==> src/rtl/decode_stage_if.sv <==
// rtl/decode_stage_if.sv - handshake and decoded-field bundle for the decode stage
interface decode_stage_if #(
    parameter int PC_WIDTH  = 32,
    parameter int IMM_WIDTH = 32,
    parameter int CNT_WIDTH = 16
);
    // Upstream (fetch) side
    logic                 in_valid;
    logic                 in_ready;
    logic [31:0]          instruction;
    logic [PC_WIDTH-1:0]  pc;
    logic                 flush;

    // Downstream (register-file / execute) side
    logic                 out_valid;
    logic                 out_ready;
    logic [5:0]           opcode;
    logic [4:0]           rs;
    logic [4:0]           rt;
    logic [4:0]           rd;
    logic [4:0]           shift;
    logic [5:0]           funct;
    logic [IMM_WIDTH-1:0] imm_ext;
    logic [25:0]          jump_target;
    logic [PC_WIDTH-1:0]  pc_out;
    logic                 is_rtype;
    logic                 is_jtype;

    // Status
    logic                 hazard;
    logic [CNT_WIDTH-1:0] stall_count;

    // Environment view: drives instructions in and consumes decoded entries
    modport master (
        output in_valid, instruction, pc, flush, out_ready,
        input  in_ready, out_valid, opcode, rs, rt, rd, shift, funct,
               imm_ext, jump_target, pc_out, is_rtype, is_jtype,
               hazard, stall_count
    );

    // Stage view
    modport slave (
        input  in_valid, instruction, pc, flush, out_ready,
        output in_ready, out_valid, opcode, rs, rt, rd, shift, funct,
               imm_ext, jump_target, pc_out, is_rtype, is_jtype,
               hazard, stall_count
    );
endinterface

==> src/rtl/decode_stage.sv <==
// rtl/decode_stage.sv - registered MIPS-style decode stage with load-use stall and flush
module decode_stage #(
    parameter int         PC_WIDTH    = 32,
    parameter int         IMM_WIDTH   = 32,
    parameter logic [5:0] LOAD_OPCODE = 6'h23,
    parameter int         CNT_WIDTH   = 16
) (
    input  logic          clock,
    input  logic          reset,
    decode_stage_if.slave bus
);

    typedef enum logic {
        EMPTY = 1'b0,
        FULL  = 1'b1
    } stateType;

    stateType             state;
    stateType             nextState;

    // Held entry
    logic [5:0]           opcodeReg;
    logic [4:0]           rsReg;
    logic [4:0]           rtReg;
    logic [4:0]           rdReg;
    logic [4:0]           shiftReg;
    logic [5:0]           functReg;
    logic [IMM_WIDTH-1:0] immExtReg;
    logic [25:0]          jumpTargetReg;
    logic [PC_WIDTH-1:0]  pcReg;
    logic                 isRtypeReg;
    logic                 isJtypeReg;
    logic [CNT_WIDTH-1:0] stallCount;

    // Incoming instruction fields
    logic [5:0]           inOpcode;
    logic [4:0]           inRs;
    logic [4:0]           inRt;
    logic [15:0]          inImm;
    logic [IMM_WIDTH-1:0] inImmExt;

    // Handshake
    logic                 hazardNow;
    logic                 inReady;
    logic                 accept;
    logic                 isFull;

    // Logical immediates are zero-extended, lui places the half-word on top
    // when there is room for it, everything else is sign-extended. A 64-bit
    // scratch value keeps the selection independent of IMM_WIDTH.
    function automatic logic [IMM_WIDTH-1:0] extendImm(input logic [5:0] op,
                                                       input logic [15:0] imm);
        logic [63:0] wide;
        case (op)
            6'h0C, 6'h0D, 6'h0E: wide = {48'd0, imm};
            6'h0F: begin
                if (IMM_WIDTH >= 32) begin
                    wide = {32'd0, imm, 16'd0};
                end else begin
                    wide = {48'd0, imm};
                end
            end
            default: begin
                if (IMM_WIDTH == 16) begin
                    wide = {48'd0, imm};
                end else begin
                    wide = {{48{imm[15]}}, imm};
                end
            end
        endcase
        return wide[IMM_WIDTH-1:0];
    endfunction

    assign isFull   = (state == FULL);
    assign inOpcode = bus.instruction[31:26];
    assign inRs     = bus.instruction[25:21];
    assign inRt     = bus.instruction[20:16];
    assign inImm    = bus.instruction[15:0];
    assign inImmExt = extendImm(inOpcode, inImm);

    // Load-use detection and input handshake; flush always opens the input so
    // upstream can drop whatever it is presenting.
    always_comb begin
        hazardNow = 1'b0;
        inReady   = 1'b0;
        accept    = 1'b0;
        if (isFull && (opcodeReg == LOAD_OPCODE) && (rtReg != 5'd0) && bus.in_valid
            && ((inRs == rtReg) || (inRt == rtReg))) begin
            hazardNow = 1'b1;
        end
        inReady = bus.flush | (~hazardNow & (~isFull | bus.out_ready));
        accept  = bus.in_valid & inReady & ~bus.flush;
    end

    // Occupancy state register
    always_ff @(posedge clock or posedge reset) begin
        if (reset) begin
            state <= EMPTY;
        end else begin
            state <= nextState;
        end
    end

    // Occupancy next state: flush empties, accept fills (also on replace),
    // departure without replacement empties.
    always_comb begin
        nextState = state;
        if (bus.flush) begin
            nextState = EMPTY;
        end else if (accept) begin
            nextState = FULL;
        end else if (isFull && bus.out_ready) begin
            nextState = EMPTY;
        end
    end

    // Decoded field register; fields keep their last values once the entry leaves
    always_ff @(posedge clock or posedge reset) begin
        if (reset) begin
            opcodeReg     <= '0;
            rsReg         <= '0;
            rtReg         <= '0;
            rdReg         <= '0;
            shiftReg      <= '0;
            functReg      <= '0;
            immExtReg     <= '0;
            jumpTargetReg <= '0;
            pcReg         <= '0;
            isRtypeReg    <= 1'b0;
            isJtypeReg    <= 1'b0;
        end else if (accept) begin
            opcodeReg     <= inOpcode;
            rsReg         <= inRs;
            rtReg         <= inRt;
            rdReg         <= bus.instruction[15:11];
            shiftReg      <= bus.instruction[10:6];
            functReg      <= bus.instruction[5:0];
            immExtReg     <= inImmExt;
            jumpTargetReg <= bus.instruction[25:0];
            pcReg         <= bus.pc;
            isRtypeReg    <= (inOpcode == 6'h00);
            isJtypeReg    <= (inOpcode == 6'h02) || (inOpcode == 6'h03);
        end
    end

    // Saturating count of hazard cycles, counted even when a flush overrides the stall
    always_ff @(posedge clock or posedge reset) begin
        if (reset) begin
            stallCount <= '0;
        end else if (hazardNow && (stallCount != {CNT_WIDTH{1'b1}})) begin
            stallCount <= stallCount + CNT_WIDTH'(1);
        end
    end

    assign bus.in_ready    = inReady;
    assign bus.hazard      = hazardNow;
    assign bus.out_valid   = isFull;
    assign bus.opcode      = opcodeReg;
    assign bus.rs          = rsReg;
    assign bus.rt          = rtReg;
    assign bus.rd          = rdReg;
    assign bus.shift       = shiftReg;
    assign bus.funct       = functReg;
    assign bus.imm_ext     = immExtReg;
    assign bus.jump_target = jumpTargetReg;
    assign bus.pc_out      = pcReg;
    assign bus.is_rtype    = isRtypeReg;
    assign bus.is_jtype    = isJtypeReg;
    assign bus.stall_count = stallCount;

endmodule

==> src/flat_wrapper.sv <==
// flat-port wrapper written by rule: the top's interface ports become plain ports
module decode_stage_flat 
#(
    parameter int         PC_WIDTH    = 32,
    parameter int         IMM_WIDTH   = 32,
    parameter logic [5:0] LOAD_OPCODE = 6'h23,
    parameter int         CNT_WIDTH   = 16
)
  (clock, reset, bus_in_valid, bus_instruction, bus_pc, bus_flush, bus_out_ready, bus_in_ready, bus_out_valid, bus_opcode, bus_rs, bus_rt, bus_rd, bus_shift, bus_funct, bus_imm_ext, bus_jump_target, bus_pc_out, bus_is_rtype, bus_is_jtype, bus_hazard, bus_stall_count);
  decode_stage_if #(.PC_WIDTH(PC_WIDTH), .IMM_WIDTH(IMM_WIDTH), .CNT_WIDTH(CNT_WIDTH)) bus_i ();
  input  logic clock;
  input  logic reset;
  input wire logic [$bits(bus_i.in_valid)-1:0] bus_in_valid;
  input wire logic [$bits(bus_i.instruction)-1:0] bus_instruction;
  input wire logic [$bits(bus_i.pc)-1:0] bus_pc;
  input wire logic [$bits(bus_i.flush)-1:0] bus_flush;
  input wire logic [$bits(bus_i.out_ready)-1:0] bus_out_ready;
  output wire logic [$bits(bus_i.in_ready)-1:0] bus_in_ready;
  output wire logic [$bits(bus_i.out_valid)-1:0] bus_out_valid;
  output wire logic [$bits(bus_i.opcode)-1:0] bus_opcode;
  output wire logic [$bits(bus_i.rs)-1:0] bus_rs;
  output wire logic [$bits(bus_i.rt)-1:0] bus_rt;
  output wire logic [$bits(bus_i.rd)-1:0] bus_rd;
  output wire logic [$bits(bus_i.shift)-1:0] bus_shift;
  output wire logic [$bits(bus_i.funct)-1:0] bus_funct;
  output wire logic [$bits(bus_i.imm_ext)-1:0] bus_imm_ext;
  output wire logic [$bits(bus_i.jump_target)-1:0] bus_jump_target;
  output wire logic [$bits(bus_i.pc_out)-1:0] bus_pc_out;
  output wire logic [$bits(bus_i.is_rtype)-1:0] bus_is_rtype;
  output wire logic [$bits(bus_i.is_jtype)-1:0] bus_is_jtype;
  output wire logic [$bits(bus_i.hazard)-1:0] bus_hazard;
  output wire logic [$bits(bus_i.stall_count)-1:0] bus_stall_count;
  assign bus_i.in_valid = bus_in_valid;
  assign bus_i.instruction = bus_instruction;
  assign bus_i.pc = bus_pc;
  assign bus_i.flush = bus_flush;
  assign bus_i.out_ready = bus_out_ready;
  assign bus_in_ready = bus_i.in_ready;
  assign bus_out_valid = bus_i.out_valid;
  assign bus_opcode = bus_i.opcode;
  assign bus_rs = bus_i.rs;
  assign bus_rt = bus_i.rt;
  assign bus_rd = bus_i.rd;
  assign bus_shift = bus_i.shift;
  assign bus_funct = bus_i.funct;
  assign bus_imm_ext = bus_i.imm_ext;
  assign bus_jump_target = bus_i.jump_target;
  assign bus_pc_out = bus_i.pc_out;
  assign bus_is_rtype = bus_i.is_rtype;
  assign bus_is_jtype = bus_i.is_jtype;
  assign bus_hazard = bus_i.hazard;
  assign bus_stall_count = bus_i.stall_count;
  decode_stage #(.PC_WIDTH(PC_WIDTH), .IMM_WIDTH(IMM_WIDTH), .LOAD_OPCODE(LOAD_OPCODE), .CNT_WIDTH(CNT_WIDTH)) u_core (.clock(clock), .reset(reset), .bus(bus_i));
endmodule
==> config.mk <==
export PLATFORM = sky130hd
export DESIGN_NAME = decode_stage_flat
export DESIGN_NICKNAME = d
export VERILOG_FILES = /design/src/rtl/decode_stage_if.sv /design/src/rtl/decode_stage.sv /design/src/flat_wrapper.sv
export SDC_FILE = /design/constraint.sdc
export NUM_CORES = 1
export LEC_CHECK = 0
export BUFFER_PORTS_ARGS = -buffer_cell sky130_fd_sc_hd__buf_2
export CAP_MARGIN = 0
export CORE_MARGIN = 2
export CORE_UTILIZATION = 40
export CTS_CLUSTER_SIZE = 28
export DETAILED_ROUTE_END_ITERATION = 8
export GPL_TIMING_DRIVEN = 0
export HOLD_SLACK_MARGIN = 0.15
export PLACE_DENSITY = 0.69
export SLEW_MARGIN = 20
export SYNTH_ARGS = -nofsm -noshare
export SYNTH_HDL_FRONTEND = slang
export SYNTH_SLANG_ARGS = --single-unit
export TNS_END_PERCENT = 1
==> constraint.sdc <==
create_clock -name clock -period 9.6 [get_ports clock]
set_input_delay 0.48 -clock clock [delete_from_list [all_inputs] [get_ports clock]]
set_output_delay 0.48 -clock clock [all_outputs]
set_load 0.01 [all_outputs]
Word-level counts from Yosys, hierarchy flattened
Cells that the tools add are included.
{"block": "totals", "regBits": 141, "input_bits": 69, "output_inout_bits": 143, "elab_cells": 49}
{"block": "classes", "n_addsub": 1, "n_eq_ne": 10, "n_mux": 5, "bitwise": 8, "n_reduce_logical": 12}
{"operator": "$pmux W32 S2", "count": 1}
{"operator": "$eq A6 B4 Y1 const B", "count": 4}
{"operator": "$add A16 B1 Y16 const B", "count": 1}
{"operator": "$ne A16 B16 Y1 const B", "count": 1}
{"operator": "$eq A6 B2 Y1 const B", "count": 2}
{"operator": "$eq A5 B5 Y1", "count": 2}
{"operator": "$eq A6 B6 Y1 const B", "count": 1}
{"operator": "$logic_and A1 B1 Y1", "count": 6}
{"operator": "$logic_not A6 Y1", "count": 1}
{"operator": "$reduce_bool A5 Y1", "count": 1}
{"operator": "$mux W1", "count": 4}
{"operator": "$and A1 B1 Y1", "count": 3}
{"operator": "$not A1 Y1", "count": 3}
{"operator": "$reduce_bool A3 Y1", "count": 1}
{"operator": "$reduce_or A3 Y1", "count": 1}
{"operator": "$logic_or A1 B1 Y1", "count": 2}
{"operator": "$or A1 B1 Y1", "count": 2}

Depth between registers and ports, before layout
{"block": "logic_depth", "depth_word": 13, "mapped_depth": 7, "ltp_nobuf": 6}

Least setup slack after synthesis
Ideal clock, no wire load.
{"block": "synth_timing", "path_type": "reg2reg", "startpoint": "register u_core.bus.jump_target[16] (netlist name)", "endpoint": "register u_core.pcReg[25], in the netlist u_core.bus.pc_out[25]", "setup_time_ns": 0.127, "arrival_time_ns": 2.038, "t_required_ns": 9.473, "setup_slack_ns": 7.435, "path_stages_with_launch": 7, "n_path_buf": 2, "synth_period_minus_slack_ns": 2.165, "cell_sequence": "dfrtp_1 -> or4_1 -> o211a_1 -> a21oi_2 -> buf_6 -> buf_6 -> mux2_1"}
{"item": "end signal, assigned", "line": "decode_stage.sv:140", "source": "pcReg <= bus.pc;"}
{"item": "end, declared", "line": "decode_stage.sv:30", "source": "logic [PC_WIDTH-1:0] pcReg;"}

Worst setup path in the final report
{"block": "layout_timing", "startpoint": "register u_core.opcodeReg[3], in the netlist u_core.bus.opcode[3]", "endpoint": "output port bus_hazard"}
{"block": "layout_via", "elab_chain_cells": 6}
{"item": "start, declared", "line": "decode_stage.sv:22", "source": "logic [5:0] opcodeReg;"}
{"item": "start signal, assigned", "line": "decode_stage.sv:132", "source": "opcodeReg <= inOpcode;"}
{"item": "$eq A6 B6 Y1", "line": "decode_stage.sv:87", "source": "if (isFull && (opcodeReg == LOAD_OPCODE) && (rtReg != 5'd0) && bus.in_valid"}
{"item": "$logic_and A1 B1 Y1 (3 in series)", "line": "decode_stage.sv:87"}
{"item": "$logic_and A1 B1 Y1", "line": "decode_stage.sv:88", "source": "&& ((inRs == rtReg) || (inRt == rtReg))) begin"}
{"item": "$mux W1", "line": "decode_stage.sv:87"}
{"item": "end, declared", "line": "flat_wrapper.sv:31", "source": "output wire logic [$bits(bus_i.hazard)-1:0] bus_hazard;"}
Every way passes these cells.

==> impl_metrics.toml <==
[status]
outcome = "finished clean"

[logic_synthesis]
synthDominantCellAreaShare_pct = 56.3
ys_ff_latch = 115
synth_most_common_cell = "dfrtp_1"
syn_area_um2 = 5110
synth-compound-area-share_pct = 6.22
syn-num-nets = 481
synth_xor_area_share_pct = 4.11
synthArstFlopShare_pct = 100
synth_common_cells = "dfrtp_1 (115), mux2_2 (48), nand3_1 (30)"
synth-simple-area-share_pct = 8.93
synth.distinct_cells = 36
synthFlopType = "dfrtp_1"
synthTopCellsByArea = "dfrtp_1 (56%), mux2_2 (11%), buf_4 (4.1%), xnor2_1 (4.1%), mux2_1 (3.3%)"
synthCells = 411
synth_top_family_by_area = "multiplexers"
synth_mux_area_share_pct = 16.8
ys_seq_area_share_pct = 56.3
yosys_warnings = 0
synth_top_cell_by_area = "dfrtp_1"
synth_edf_count = 0
syn_avg_cell_area_um2 = 12.4
synthAdderAreaFrac_pct = 0.245

[clock_network]
postCtsHoldBufs = 1
cts-htree-levels = 4
root_buffer = "clkbuf_16"
numCtsBuffers = 17
postCtsSetupBuffers = 0
cts_tree = "built"
clock_latency_ps = 410
clock_sinks = 115
cts.repair.resized = 0
clockBufferDepth = 2
clk_pin_slew_ps = 50

[grt]
track_usage_pct = 19.7
antenna_found_initial = 1
overflow = 0
grt_pass1_vias = 3962
grt_pass1_wl_um = 20300
grt_max_degree = 63

[finish]
nets = 713
final.fill_count = 1087
drive_gt1_share_pct = 49.8
area_delta_synth_final_pct = 37.2
postLayoutCellArea_um2 = 7010
finalNonFillerCells = 827
regArea_um2 = 2880
diodes = 0
final_core_util_pct = 55.8
multi_input_area_um2 = 1860

[power]
leakage_nw = 3.44
p_per_area_nw_per_um2 = 219
ir_drop_mv = 0.117

[die]
die-height_um = 117
die_area_um2 = 13700
core_area_um2 = 12600
num_rows = 41
start_util_pct = 40.7
die_w_um = 117
io_pins = 212

[timing]
rsz0062_at_grt = "false"
max_slew_margin_pct = 25.0
setup_viol = 0
timing.hold.ws_ps = 284
hold_violations = 0
fin_setup_tns_ps = 0
drv_slew = 0
clock_skew_ps = 8.88
fmax_ghz = 0.334
period_needed_ps = 3000
finalCritPeriodShare_pct = 31.2
tightest_slew_ps = 1120

[route]
totalWireLength_um = 13300
drtPass1Iterations = 4
vias = 4111
wl_per_cell_um = 16.0
vias_per_cell = 4.97
postRouteAntennaNets = 0
drt-initial-drc-count = 274
drc = 0

[worst_hold_path]
hp-class = "in2reg"

[worst_setup_path]
critical_path_class = "reg2out"
worstPathRequired_ps = 9120
worstSetupEndpointType = "primary output"
crit_fanout = 10
crit_path_start_kind = "register"
critPathArrivalTime_ps = 2520

[placed_design]
dp_cells = 795
routabilityCongestion = 0.812
hpwlAfterDp_um = 9880
dpl_cell_area_um2 = 6420
port-buffer-count = 211

[job]
maxCapViolCount = 0
-- state kept, by name, summed over array words and instances (netlist names) --
signal / flops
u_core.bus.opcode: 6
u_core.bus.stall_count: 16
u_core.bus.is_rtype: 1
u_core.bus.jump_target: 26
u_core.bus.out_valid: 1
u_core.bus.is_jtype: 1
u_core.bus.imm_ext: 32
u_core.bus.pc_out: 32
-- power by group --
group	total, mW	internal, mW	switching [mW]
Sequential	0.604	0.556	0.0477
Combinational	0.307	0.157	0.150
Clock	0.624	0.412	0.212
-- metal layers --
layer  track usage [%]  routed length (µm)  vias to the layer above
li1                  -                   -                     1911
met1              24.1                5610                     2010
met2              32.1                6480                      166
met3              5.82                 788                       24
met4              9.41                 382                        0
met5                 0                   0                        -
-- critical path, stage by stage (launching register included) --
cell and delay [ps]:
dfrtp_1 390, nor4bb_1 480, o211ai_1 280, nor2_1 310
clkbuf_1 420, buf_2 230
-- cell type report --
cell class	count	share of cell area (%)
timing repair buffer	213	15.6
sequential	115	41.0
clock inverter	9	1.87
tap	172	3.07
inverter	17	0.981
clock buffer	22	6.48
buffer	46	4.48
multi-input combinational	233	26.5
-- final timing paths --
check	slack (ps)	from	to	cells after the start
worst min register to register	480	u_core.bus.pc_out[26]$_DFFE_PP0P_	u_core.bus.pc_out[26]$_DFFE_PP0P_	1
min in group asynchronous	650	reset	u_core.bus.pc_out[19]$_DFFE_PP0P_	3
worst max register to register	7140	u_core.bus.jump_target[16]$_DFFE_PP0P_	u_core.bus.pc_out[27]$_DFFE_PP0P_	6
worst max-delay path	6600	u_core.bus.opcode[3]$_DFFE_PP0P_	bus_hazard	5
max in group asynchronous	8270	reset	u_core.bus.jump_target[13]$_DFFE_PP0P_	4
worst min-delay path	280	bus_pc[30]	u_core.bus.pc_out[30]$_DFFE_PP0P_	2
-- kinds of logic (layout without fill, tap and decap cells) --
kind of cell,count (synthesis),count (layout)
fa+ha+maj,1,1
mux,78,78
simple gates,84,84
compound gates,46,46
buf+inv,63,307
xor+xnor,24,24
flops,115,115
-- metrics by stage --
stage               setup slack [ps]  power [mW]
CTS                             6570        1.55
floorplan                       6080       0.778
finish                          6600        1.53
global route                    6330        1.61
global placement                4740       0.911
detailed placement              7030       0.922
-- cells in the final DEF, fill, tap and decap left out, types with 4 or more instances in the layout --
cell and instances:
nand3_1 30, mux2_2 48, and3_1 7, a21oi_1 16, nor2_1 4, mux2_1 15
mux2i_1 15, o21ai_0 5, xnor2_1 24, nand4_1 10, buf_6 4, inv_1 16
nand2_1 15, buf_4 28, o2bb2ai_1 19, buf_2 216, clkbuf_1 13, dfrtp_1 115
clkbuf_16 17
Power figures use the tool's default switching activity.
